--- config.mk ---
export PLATFORM = sky130hd
export DESIGN_NAME = bnn_layer_gen
export DESIGN_NICKNAME = d
export VERILOG_FILES = /design/src/rtl/bnn_layer_gen.sv
export SDC_FILE = /design/constraint.sdc
export NUM_CORES = 1
export LEC_CHECK = 0
export CORE_AREA = 5 5 391 393
export DETAILED_ROUTE_END_ITERATION = 8
export DIE_AREA = 0 0 396 398
export PLACE_DENSITY = 0.42
export SETUP_SLACK_MARGIN = 0.5
export SLEW_MARGIN = 20
export SYNTH_ARGS = -nofsm -noshare
export SYNTH_HDL_FRONTEND = slang
export SYNTH_SLANG_ARGS = --single-unit
--- constraint.sdc ---
create_clock -name iCLK -period 4.95 [get_ports iCLK]
set_input_delay 0.495 -clock iCLK [delete_from_list [all_inputs] [get_ports iCLK]]
set_output_delay 0.495 -clock iCLK [all_outputs]
set_load 0.01 [all_outputs]
--- src/rtl/bnn_layer_gen.sv ---
// -----------------------------------------------------------------------------
// bnn_layer_gen -- binary convolution layer back-end
//
// Purpose:
//   Accepts one XNOR window beat (CH channels x KW taps) per valid cycle and
//   forms the signed +/-1 sum 2*popcount - CH*KW. That sum is thresholded
//   against a per-filter threshold whose compare sense is set by a polarity bit.
//   The resulting bit is either shifted straight into a frame buffer, or first
//   reduced with a 2x2 stride-2 max (OR) / min (AND) pool over an LB-wide row.
//
// Pipeline:
//   stage 1 : registered sum, threshold and polarity (v1)
//   stage 2 : compare + position counters + pooling + frame-buffer shift, all
//             updated on the same edge; the shifted bit is visible 2 cycles
//             after its input beat.
//
// Handshake: valid-only streaming. A beat is consumed on every rising edge
//   where iVALID=1 and iSTART=0; there is no ready/back-pressure and no stall,
//   so back-to-back beats are accepted every cycle. oVALID_BIT marks each cycle
//   in which a new bit entered oDATA; oDONE marks the last bit of a frame.
//
// Ports:
//   iCLK, iRST    clock, asynchronous active-high reset
//   iSTART        synchronous clear of pipeline, counters, line and frame buffer
//   iVALID        window beat valid
//   iDATA         activations, channel c at [(c+1)*KW-1 : c*KW]
//   iWEIGHT       weights, same packing as iDATA
//   iTH           signed threshold for the beat's filter
//   iPOL          1: bit = sum <= iTH, AND (min) pooling
//                 0: bit = sum >  iTH, OR  (max) pooling
//   iPOOL         1: 2x2 stride-2 pooling, 0: no pooling (stable per frame)
//   oDATA         frame buffer, newest bit at LSB
//   oVALID_BIT    a bit was shifted into oDATA this cycle
//   oDONE         one-cycle pulse with the last bit of a frame
//
// Optional build macro BNN_SUM_TAP_EN:
//   adds oSUM (stage-1 registered sum) and oSUM_VALID (v1) for debug and
//   threshold calibration. Without the macro neither port nor logic exists.
// -----------------------------------------------------------------------------
module bnn_layer_gen #(
  parameter int CH   = 48,
  parameter int KW   = 9,
  parameter int TH   = 11,
  parameter int LB   = 12,
  parameter int ROWS = 10,
  parameter int BL   = 120
) (
  input  logic                 iCLK,
  input  logic                 iRST,
  input  logic                 iSTART,
  input  logic                 iVALID,
  input  logic [CH*KW-1:0]     iDATA,
  input  logic [CH*KW-1:0]     iWEIGHT,
  input  logic signed [TH-1:0] iTH,
  input  logic                 iPOL,
  input  logic                 iPOOL,
  output logic [BL-1:0]        oDATA,
  output logic                 oVALID_BIT,
  output logic                 oDONE
`ifdef BNN_SUM_TAP_EN
  ,
  output logic signed [TH-1:0] oSUM,
  output logic                 oSUM_VALID
`endif
);

  localparam int NBITS  = CH * KW;
  localparam int COL_W  = (LB > 1) ? $clog2(LB) : 1;
  localparam int ROW_W  = (ROWS > 1) ? $clog2(ROWS) : 1;
  localparam int HALF_W = (LB / 2 > 1) ? $clog2(LB / 2) : 1;

  // ---------------------------------------------------------------------------
  // Stage-1 combinational sum. The popcount never exceeds CH*KW, which is
  // below 2^(TH-1), so doubling it still fits in TH bits and the subtraction
  // yields the correct two's-complement result.
  // ---------------------------------------------------------------------------
  logic [NBITS-1:0]     xnorBits;
  logic [TH-1:0]        popCount;
  logic signed [TH-1:0] sumNext;

  always_comb begin
    xnorBits = ~(iDATA ^ iWEIGHT);
    popCount = '0;
    for (int i = 0; i < NBITS; i++) begin
      popCount = popCount + TH'(xnorBits[i]);
    end
    sumNext = $signed((popCount << 1) - TH'(NBITS));
  end

  // Stage-1 registers
  logic                 v1;
  logic signed [TH-1:0] sum1;
  logic signed [TH-1:0] th1;
  logic                 pol1;

  // Position counters and pooling storage
  logic [COL_W-1:0]     col;
  logic [ROW_W-1:0]     row;
  logic                 heldBit;
  logic [LB/2-1:0]      lineBuf;

  // ---------------------------------------------------------------------------
  // Stage-2 combinational decisions, evaluated from the stage-1 registers and
  // committed on the same edge that shifts the frame buffer.
  // ---------------------------------------------------------------------------
  logic              bit2;
  logic              pairBit;
  logic              pooledBit;
  logic              newBit;
  logic              shiftEn;
  logic              lastCol;
  logic              lastRow;
  logic [HALF_W-1:0] colHalf;

  always_comb begin
    bit2      = pol1 ? (sum1 <= th1) : (sum1 > th1);
    colHalf   = HALF_W'(col >> 1);
    // Horizontal pair reduction (only meaningful on odd columns)
    pairBit   = pol1 ? (heldBit & bit2) : (heldBit | bit2);
    // Vertical reduction against the pair stored on the even row above
    pooledBit = pol1 ? (pairBit & lineBuf[colHalf]) : (pairBit | lineBuf[colHalf]);
    lastCol   = (col == COL_W'(LB - 1));
    lastRow   = (row == ROW_W'(ROWS - 1));
    // With pooling, only the bottom-right pixel of each 2x2 block emits a bit
    shiftEn   = v1 && (!iPOOL || (col[0] && row[0]));
    newBit    = iPOOL ? pooledBit : bit2;
  end

  always_ff @(posedge iCLK or posedge iRST) begin
    if (iRST) begin
      v1         <= 1'b0;
      sum1       <= '0;
      th1        <= '0;
      pol1       <= 1'b0;
      col        <= '0;
      row        <= '0;
      heldBit    <= 1'b0;
      lineBuf    <= '0;
      oDATA      <= '0;
      oVALID_BIT <= 1'b0;
      oDONE      <= 1'b0;
    end else if (iSTART) begin
      // Discards any frame in progress, including a beat presented this cycle
      v1         <= 1'b0;
      sum1       <= '0;
      th1        <= '0;
      pol1       <= 1'b0;
      col        <= '0;
      row        <= '0;
      heldBit    <= 1'b0;
      lineBuf    <= '0;
      oDATA      <= '0;
      oVALID_BIT <= 1'b0;
      oDONE      <= 1'b0;
    end else begin
      // Stage 1
      v1 <= iVALID;
      if (iVALID) begin
        sum1 <= sumNext;
        th1  <= iTH;
        pol1 <= iPOL;
      end

      // Stage 2: frame buffer and flags
      oVALID_BIT <= shiftEn;
      // The last frame position is an odd row / odd column, so in pooled mode
      // it always coincides with an emitted pooled bit.
      oDONE      <= v1 && lastCol && lastRow;
      if (shiftEn) begin
        oDATA <= {oDATA[BL-2:0], newBit};
      end

      // Stage 2: position counters and pooling state
      if (v1) begin
        if (lastCol) begin
          col <= '0;
          row <= lastRow ? '0 : row + ROW_W'(1);
        end else begin
          col <= col + COL_W'(1);
        end

        if (iPOOL) begin
          if (!col[0]) begin
            heldBit <= bit2;
          end else if (!row[0]) begin
            lineBuf[colHalf] <= pairBit;
          end
        end
      end
    end
  end

`ifdef BNN_SUM_TAP_EN
  // Debug taps come straight from stage 1, so they share its reset and clear
  assign oSUM       = sum1;
  assign oSUM_VALID = v1;
`endif

endmodule

After elaboration in Yosys (flattened, before gate mapping)
Cells that the tools add are included.

Register bits after elaboration: 161. Input bits: 881. Output and inout port bits: 122.

Add/sub/neg operators: 434. Magnitude comparators: 4. Equality and inequality tests: 4. Multiplexer cells: 36. Bitwise logic cells: 6. Reductions and logical operators: 16.

Operator list (count): $add 10x1->10 (422); $not 432->432 (1); $xor 432x432->432 (1); $mux 120 (2); $mux 11 (4); $mux 6 (5); $mux 4 (7); $mux 1 (15); $reduce_bool 2->1 (6); $gt 11x11->1 (1); $le 11x11->1 (1); $sub 11x9->11 const B (1); $add 9x1->10 (1); $add 8x1->9 (1); $add 4x1->4 const B (2); $add 7x1->8 (1); $eq 4x4->1 const B (2); $add 6x1->7 (1); $add 5x1->6 (1); $bwmux 6 (1); $add 4x1->5 (1); $logic_and 1x1->1 (5); $add 3x1->4 (1); $lt 3x4->1 const B (1); other kinds (13) (16).

Logic depth before layout (Yosys ltp)
Gate-level depths: netlist of the first run.

Depth in word-level cells: 436. Gate-level depth with buffers: 33. Depth with buffers taken out: 33.

Worst setup path before layout of the first run
OpenSTA, ideal clock, no wires.

Kind: input-to-reg. From: input port iWEIGHT[405]. To: register sum1[10]. Library setup time: 0.092 ns. Arrival: 9.589 ns. Setup slack: -4.731 ns. Cell stages on the path: 32. Buffers on the path: 0. Path through: xor2_1 -> fa_1 -> inv_1 -> fa_1 -> inv_1 -> fa_1 -> fa_1 -> fa_1 -> inv_1 -> fa_1 -> fa_1 -> inv_1 -> fa_1 -> fa_1 -> inv_1 -> fa_1 -> inv_1 -> fa_1 -> fa_1 -> fa_1 -> inv_1 -> ha_1 -> inv_1 -> fa_1 -> nand2b_1 -> a21oi_1 -> xor2_1 -> ha_1 -> and4b_1 -> a2111oi_2 -> nor3_1 -> o31ai_2.

Cells in the longest elaborated chain, start to end: 32.

Ends and longest elaborated chain: from (decl) (line 53) `input logic [CH*KW-1:0] iWEIGHT,`; $xor 432x432->432 (line 82) `xnorBits = ~(iDATA ^ iWEIGHT);`; $not 432->432 (line 82); $add 10x1->10 (27 in series) (line 85) `popCount = popCount + TH'(xnorBits[i]);`; $sub 11x9->11 (line 87) `sumNext = $signed((popCount << 1) - TH'(NBITS));`; $mux 11 (line 158) `if (iVALID) begin`; $mux 11 (line 142) `end else if (iSTART) begin`; to (signal assigned) (line 159) `sum1 <= sumNext;`; to (decl) (line 92) `logic signed [TH-1:0] sum1;`.

Every way passes these cells. The select of a mux whose other input is x is not followed. A chain may end at the register's enable or synchronous reset.

==> results of run 1 <==
-- cell usage after synthesis (2+ instances only) --
library cell and count:
sky130_fd_sc_hd__or4_1 3, sky130_fd_sc_hd__a31oi_1 2, sky130_fd_sc_hd__nand3_1 5, sky130_fd_sc_hd__a21oi_2 2, sky130_fd_sc_hd__nor2b_1 4, sky130_fd_sc_hd__inv_1 410
sky130_fd_sc_hd__o21ai_1 3, sky130_fd_sc_hd__nand2_1 21, sky130_fd_sc_hd__o21a_1 3, sky130_fd_sc_hd__nand3b_1 6, sky130_fd_sc_hd__nor4_1 7, sky130_fd_sc_hd__xnor2_1 205
sky130_fd_sc_hd__nor3b_1 2, sky130_fd_sc_hd__a22o_1 119, sky130_fd_sc_hd__nor2_1 38, sky130_fd_sc_hd__and3_1 2, sky130_fd_sc_hd__dfrtp_1 160, sky130_fd_sc_hd__o211ai_1 2
sky130_fd_sc_hd__a211oi_1 6, sky130_fd_sc_hd__xor2_1 236, sky130_fd_sc_hd__o31ai_2 6, sky130_fd_sc_hd__buf_1 4, sky130_fd_sc_hd__nand2b_1 4, sky130_fd_sc_hd__o21ai_0 12
sky130_fd_sc_hd__fa_1 415, sky130_fd_sc_hd__ha_1 75, sky130_fd_sc_hd__nor3_1 6, sky130_fd_sc_hd__clkbuf_1 35, sky130_fd_sc_hd__a21o_1 4, sky130_fd_sc_hd__mux2i_1 22
sky130_fd_sc_hd__a21oi_1 16, sky130_fd_sc_hd__nand4_1 2
-- flip-flops by register name, summed over array words and instances (netlist names), 4 cells and up --
register,flops
lineBuf,6
sum1,10
row,4
col,4
oDATA,120
th1,11
-- worst max-delay path, stage by stage --
cell and delay (ns):
sky130_fd_sc_hd__clkdlybuf4s50_1 0.44, sky130_fd_sc_hd__xnor2_2 0.16, sky130_fd_sc_hd__fa_1 0.51, sky130_fd_sc_hd__fa_1 0.56, sky130_fd_sc_hd__inv_2 0.05, sky130_fd_sc_hd__fa_2 0.54
sky130_fd_sc_hd__fa_1 0.42, sky130_fd_sc_hd__fa_1 0.52, sky130_fd_sc_hd__fa_1 0.57, sky130_fd_sc_hd__fa_2 0.47, sky130_fd_sc_hd__fa_2 0.63, sky130_fd_sc_hd__fa_2 0.49
sky130_fd_sc_hd__fa_1 0.56, sky130_fd_sc_hd__fa_1 0.43, sky130_fd_sc_hd__fa_1 0.51, sky130_fd_sc_hd__fa_1 0.43, sky130_fd_sc_hd__inv_2 0.08, sky130_fd_sc_hd__ha_4 0.12
sky130_fd_sc_hd__inv_2 0.04, sky130_fd_sc_hd__fa_2 0.36, sky130_fd_sc_hd__nand2b_4 0.16, sky130_fd_sc_hd__a21oi_2 0.13, sky130_fd_sc_hd__xor2_1 0.23, sky130_fd_sc_hd__ha_2 0.22
sky130_fd_sc_hd__and4b_2 0.26, sky130_fd_sc_hd__a2111oi_4 0.25, sky130_fd_sc_hd__o21a_1 0.18, sky130_fd_sc_hd__o31ai_2 0.06
-- kinds of logic (layout without fill, tap and decap cells) --
group | after synthesis | count (layout) | synth area share (%)
and+or+nand+nor | 107 | 107 | 2.55
xor gates and xnor gates | 441 | 441 | 18.3
adders and majority gates | 490 | 490 | 43.7
other | 0 | 33 | 0
AOI/OAI and AO/OA | 188 | 188 | 7.44
muxes | 22 | 22 | 1.04
buffers and inverters | 450 | 1559 | 8.00
DFF | 160 | 160 | 18.9
-- layer usage --
layer,vias to the layer above,share of wire (%)
met5,-,0.34
met4,66,1.1
met3,151,9.6
met2,685,49
met1,8342,40
li1,7812,-
-- through the flow --
step | hold WS, ns | setup TNS [ns] | cells | utilization, % | worst slack [ns]
detailed placement | 0.496 | -50.25 | 4874 | 23.1 | -5.68
finish | 0.516 | -40.85 | 4944 | 24.8 | -4.64
CTS | 0.516 | -42.05 | 4910 | 23.8 | -4.73
global route | 0.538 | -43.23 | 4920 | 24.8 | -4.89
global placement | 0.490 | -49.83 | 4874 | 23.1 | -5.57
floorplan | 0.456 | -38.13 | 1858 | - | -4.54
-- how the worst max path moves through the flow --
stage,to,slack (ns),startpoint
2_1_floorplan,sum1[10],-4.54,iWEIGHT[293]
4_1_cts,sum1[10],-4.73,iDATA[127]
3_3_place_gp,sum1[10],-5.57,iWEIGHT[189]
3_5_place_dp,sum1[10],-5.68,iWEIGHT[133]
6_report,sum1[10],-4.64,iDATA[17]
5_1_grt,sum1[10],-4.89,iDATA[323]
-- timing repair --
action                                  CTS  global route
endpoints found under the setup margin   10            10
gates resized for setup                 380           462
pin swaps                               168           212
buffers inserted                          4             1
-- cell type report --
cell class | instances | area share [%]
Tap cell | 1944 | 6.58
Timing Repair Buffer | 1117 | 30.3
Sequential cell | 160 | 10.8
Inverter | 410 | 4.17
Multi-Input combinational cell | 1248 | 46.2
Clock inverter | 15 | 0.525
Clock buffer | 17 | 1.15
Antenna cell | 33 | 0.223
==> out/qor.csv, run 1 <==
stage,metric,value,unit
clock_tree,clock-sinks,160,
sta,worst_case_headroom_to_the_max_slew_limit,41.0,%
synthesis,yosys_warnings,0,
floorplanning,fp.dieW,396,um
synthesis,syn_nets,3229,
critical_path,critPathArrivalTime,9.92,ns
detailed_routing,detailroute.via_count,17056,
clock_tree,cts_inserted_buffers,17,
grt,gr-total-overflow,0,
synthesis,synth_enable_flop_cells,0,
floorplanning,number_of_top_level_pins,1003,
detailed_routing,firstDrtPassIters,4,
critical_path,timing.rr.start,sum1[10],
min_path,hold_path_class,reg2reg,
job,max_cap_violations,0,
grt,grtUsageMet1,16.7,%
sta,setup_viol,10,
synthesis,avgSynthCellArea,11.4,um^2
synthesis,ys_ff_latch,160,
layout,total_area_of_sequential_cells,4000,um^2
detailed_routing,viasPerCell,3.45,
synthesis,postSynthCellCount,1858,
layout,multiInputGateArea,17100,um^2
sta,worst_pin_slew,0.886,ns
floorplanning,dieArea,158000,um^2
clock_tree,clk_path_buf_depth,2,
sta,fin_skew,0.0168,ns
layout,layout-drive-gt1-share,17.5,%
clock_tree,cts_tree,built,
layout,layout_common_cells,"sky130_fd_sc_hd__clkdlybuf4s50_1 (586), sky130_fd_sc_hd__fa_1 (362), sky130_fd_sc_hd__inv_1 (345), sky130_fd_sc_hd__dlymetal6s2s_1 (221), sky130_fd_sc_hd__dfrtp_1 (160)",
critical_path,path_class,in2reg,
clock_tree,cts-htree-levels,4,
critical_path,worstRegToRegCells,6,
synthesis,synth.cell_area,21100,um^2
detailed_routing,detail_route.wirelength,112000,um
critical_path,regToRegSetupSlack,2.56,ns
synthesis,synth_top_area_cell,sky130_fd_sc_hd__fa_1,
sta,rsz0062_at_grt,yes,
synthesis,synth_sequential_area_ratio,18.9,%
sta,fin_crit_sh,194,%
critical_path,cp-end-kind,register,
layout,nFillCells,15992,
sta,setup_slack,-4.64,ns
status,violations_in_the_final_reports,setup timing,
sta,timing.final.hold_violations,0,
floorplanning,fp.dieH,398,um
sta,timing.final.crit_period,9.59,ns
synthesis,synth_top_flop_cell,sky130_fd_sc_hd__dfrtp_1,
layout,area.growth.synth_to_final,74.9,%
status,run_status,"finished, violations left",
grt,grt_use_total,13.7,%
clock_tree,worst_skew_pair.late_latency,0.45,ns
sta,drv_slew,0,
critical_path,timing.critical_path.from_type,input pin,
detailed_routing,first_iter_violations,641,
floorplanning,floorplan.rows,142,
synthesis,asyncSetResetFlopFracSynth,100,%
critical_path,rr_endpoint,lineBuf[3],
floorplanning,coreArea,149000,um^2
synthesis,synth_cell_types,53,
min_path,hold-path-endpoint,oDATA[119],
grt,use_met2,23.3,%
grt,global_route_wire_length_before_repair,151000,um
place,port_buffers,1002,
clock_tree,clkSlewWorstSetupHoldPaths,0.08,ns
grt,top_usage_layer,met2,
grt,vias_in_the_first_global_route,19648,
clock_tree,post_cts_hold_buffer_count,0,
floorplanning,starting_utilization_of_the_core_area,14.2,%
grt,global_route.usage.met3,5.43,%
min_path,holdPathStages,1,
critical_path,biggest_fanout_along_the_worst_timing_path,2,
layout,fin_area,37000,um^2
detailed_routing,route.detailed.drc,0,
grt,antenna_violations_before_repair,103,
layout,final_common_cell,sky130_fd_sc_hd__clkdlybuf4s50_1,
layout,finalNetCount,4325,
place,dp_hpwl,103000,um
critical_path,critical_path_required,5.28,ns
clock_tree,clock_tree.root_cell,sky130_fd_sc_hd__clkbuf_16,
synthesis,netlist_top_cells_area,"sky130_fd_sc_hd__fa_1 (39%), sky130_fd_sc_hd__dfrtp_1 (19%), sky130_fd_sc_hd__xor2_1 (9.8%), sky130_fd_sc_hd__xnor2_1 (8.5%), sky130_fd_sc_hd__inv_1 (7.3%)",
grt,grt_start_max_net_pins,161,
detailed_routing,antenna_left,0,
min_path,hold_path.startpoint,oDATA[119],
place,gp_congestion,0.874,
synthesis,yosys.area.top_type_share,39.3,%
place,post_dp_cell_area,34400,um^2
detailed_routing,routed_wire_length_per_instance,22.6,um
sta,fmaxAchievable,104,MHz
Power of run 1 is not shown: default switching activity piles up to over one toggle a cycle in this logic, so the estimate is an artifact.
==> inputs of run 2 (changes only) <==
Settings changed: CORE_AREA 5 5 391 393 to 5 5 385 387, DIE_AREA 0 0 396 398 to 0 0 390 392, PLACE_DENSITY 0.42 to unset.
Clock period 4.95 ns to 9.2 ns, I/O delays scaled along.
==> run 2 against run 1 <==
The flow still finishes with violations (setup timing). Register-to-register slack improved by 3.9 ns. Non-clock buffer count decreased by 36. Wire length increased by 9.8%. Sequential cell count unchanged. First-iteration DRC count increased by 28%. Critical endpoint is now sum1[9].
==> out/qor.csv, run 2 (same netlist as run 1, synthesis figures left out) <==
stage,metric,value,unit,change
status,violations_in_the_final_reports,setup timing,,
detailed_routing,antenna_left,0,,unchanged
grt,grt_start_max_net_pins,91,,-43%
detailed_routing,firstDrtPassIters,5,,+1
clock_tree,cts-htree-levels,4,,unchanged
critical_path,rr_endpoint,oDATA[33],,
floorplanning,fp.dieW,390,um,-1.5%
place,post_dp_cell_area,34000,um^2,-1.2%
place,dp_hpwl,114000,um,+11%
grt,vias_in_the_first_global_route,19671,,+0.12%
critical_path,path_class,in2reg,,
place,port_buffers,1002,,unchanged
status,run_status,"finished, violations left",,
critical_path,worstRegToRegCells,5,,-1
critical_path,critPathLaunch,iDATA[355],,
floorplanning,coreArea,145000,um^2,-3.1%
detailed_routing,highest_layer,met5,,
layout,nFillCells,15534,,-2.9%
clock_tree,cts_tree,built,,
detailed_routing,viasPerCell,3.64,,+5.6%
grt,global_route_wire_length_before_repair,161000,um,+6.8%
layout,finalNonFillerCells,4911,,-0.67%
sta,rsz0062_at_grt,yes,,
critical_path,timing.critical_path.from_type,input pin,,
layout,layout_common_cells,"sky130_fd_sc_hd__clkdlybuf4s50_1 (606), sky130_fd_sc_hd__inv_1 (358), sky130_fd_sc_hd__fa_1 (358), sky130_fd_sc_hd__dlygate4sd2_1 (269), sky130_fd_sc_hd__xor2_1 (190)",,
critical_path,biggest_fanout_along_the_worst_timing_path,3,,+1
layout,layout-drive-gt1-share,15.3,%,-2.2 points
critical_path,cp-end-kind,register,,
clock_tree,clk_path_buf_depth,2,,unchanged
detailed_routing,detail_route.wirelength,123000,um,+9.8%
critical_path,critPathArrivalTime,10.42,ns,+0.50 ns
critical_path,critical_path_required,9.56,ns,+4.28 ns
floorplanning,dieArea,153000,um^2,-3.0%
grt,gr-total-overflow,0,,unchanged
floorplanning,floorplan.rows,140,,-1.4%
floorplanning,starting_utilization_of_the_core_area,14.6,%,+0.45 points
min_path,hold_path_class,reg2reg,,
clock_tree,cts_inserted_buffers,17,,unchanged
sta,fin_crit_sh,109,%,
critical_path,timing.rr.start,v1,,
sta,drv_slew,0,,unchanged
grt,antenna_violations_before_repair,204,,+98%
sta,total_negative_slack,-4.42,ns,+36.43 ns
detailed_routing,detailroute.via_count,17883,,+4.8%
layout,largest_register_ffs,120,,unchanged
critical_path,regToRegSetupSlack,6.46,ns,+3.90 ns
floorplanning,fp.dieH,392,um,-1.5%
layout,layout.core_utilization,24.7,%,-0.083 points
place,placed_cells_incl_taps,4803,,-1.5%
detailed_routing,wirelength_met1,45800,um,+1.8%
detailed_routing,routed_wire_length_per_instance,25.0,um,+11%
sta,fin_skew,0.0129,ns,-0.00394 ns
grt,grt_use_total,15.5,%,+1.8 points
sta,fmaxAchievable,99.3,MHz,
detailed_routing,first_iter_violations,822,,+28%
layout,regMostFlops,oDATA,,
critical_path,crit_path_end,sum1[9],,
sta,worst_case_headroom_to_the_max_slew_limit,35.9,%,-5.0 points
detailed_routing,route.detailed.drc,0,,unchanged
sta,timing.final.crit_period,10.07,ns,
clock_tree,clock_tree.root_cell,sky130_fd_sc_hd__clkbuf_16,,
sta,worst_pin_slew,0.961,ns,+0.0757 ns
layout,finalNetCount,4289,,-0.83%
layout,final_common_cell,sky130_fd_sc_hd__clkdlybuf4s50_1,,
clock_tree,worst_skew_pair.late_latency,0.44,ns,about the same
sta,timing.final.hold_violations,0,,unchanged
job,max_cap_violations,0,,unchanged
detailed_routing,wl_met3,15000,um,+40%
floorplanning,number_of_top_level_pins,1003,,unchanged
sta,setup_slack,-0.868,ns,+3.77 ns
clock_tree,clkSlewWorstSetupHoldPaths,0.08,ns,about the same
sta,setup_viol,8,,-2
place,gp_congestion,0.953,,+9.1%
layout,reg_top3,"oDATA: 120 flops, th1: 11 flops, sum1: 10 flops",,
detailed_routing,wl_met2,57300,um,+5.0%
clock_tree,clock-sinks,160,,unchanged
layout,area.growth.synth_to_final,69.0,%,
layout,fin_area,35700,um^2,-3.4%
## run 2: how the worst min path moves through the flow
| stage | start | cells past startpoint | slack (ns) | to |
|---|---|---|---|---|
| 4_1_cts | sum1[7] | 2 | 0.50 | sum1[7] |
| 3_5_place_dp | sum1[7] | 2 | 0.48 | sum1[7] |
| 5_1_grt | oDATA[119] | 1 | 0.53 | oDATA[119] |
| 2_1_floorplan | sum1[7] | 2 | 0.46 | sum1[7] |
| 3_3_place_gp | sum1[7] | 2 | 0.49 | sum1[7] |
| 6_report | sum1[7] | 2 | 0.50 | sum1[7] |
## run 2: layout make-up
| type | instances | area, um^2 | share of cell area [%] |
|---|---|---|---|
| Timing Repair Buffer | 1081 | 10200 | 28.7 |
| Clock inverter | 15 | 188 | 0.526 |
| Tap cell | 1917 | 2400 | 6.72 |
| Multi-Input combinational cell | 1248 | 16800 | 46.9 |
| Antenna cell | 63 | 158 | 0.441 |
| Sequential cell | 160 | 4000 | 11.2 |
| Inverter | 410 | 1540 | 4.32 |
| Clock buffer | 17 | 425 | 1.19 |
## run 2: layer usage
layer / track usage (%) / up-vias
met5: 0 / -
met4: 5.24 / 130
met3: 8.01 / 327
met2: 24.9 / 952
met1: 17.8 / 8650
li1: - / 7824
## run 2: worst max-delay path: stages
cell                              delay [ns]
sky130_fd_sc_hd__clkdlybuf4s50_1        0.55
sky130_fd_sc_hd__xor2_2                 0.18
sky130_fd_sc_hd__fa_1                   0.46
sky130_fd_sc_hd__fa_1                   0.52
sky130_fd_sc_hd__inv_1                  0.07
sky130_fd_sc_hd__fa_2                   0.58
sky130_fd_sc_hd__fa_2                   0.44
sky130_fd_sc_hd__fa_2                   0.57
sky130_fd_sc_hd__fa_2                   0.45
sky130_fd_sc_hd__fa_2                   0.54
sky130_fd_sc_hd__inv_2                  0.04
sky130_fd_sc_hd__fa_2                   0.57
sky130_fd_sc_hd__fa_2                   0.47
sky130_fd_sc_hd__fa_1                   0.58
sky130_fd_sc_hd__fa_1                   0.43
sky130_fd_sc_hd__fa_1                   0.51
sky130_fd_sc_hd__fa_1                   0.42
sky130_fd_sc_hd__inv_2                  0.08
sky130_fd_sc_hd__ha_4                   0.13
sky130_fd_sc_hd__inv_2                  0.04
sky130_fd_sc_hd__fa_2                   0.36
sky130_fd_sc_hd__nand2b_4               0.16
sky130_fd_sc_hd__buf_4                  0.14
sky130_fd_sc_hd__a21oi_4                0.16
sky130_fd_sc_hd__o21ai_2                0.09
sky130_fd_sc_hd__a21o_1                 0.20
sky130_fd_sc_hd__or4_4                  0.51
sky130_fd_sc_hd__a311oi_2               0.26
## run 2: what timing repair did
action,in CTS,in global routing
pin swaps,261,72
endpoints found under the setup margin,10,10
setup buffers,5,8
gates resized for setup,718,113
endpoints found under the hold margin,0,0
hold buffers,0,0
## run 2: metrics by stage
stage / worst slack (ns) / hold WS, ns
floorplan: -0.730 / 0.456
global placement: -1.88 / 0.489
detailed placement: -1.92 / 0.479
CTS: -0.835 / 0.498
global route: -1.16 / 0.528
finish: -0.868 / 0.500
Power of run 2 is left out for the same reason.
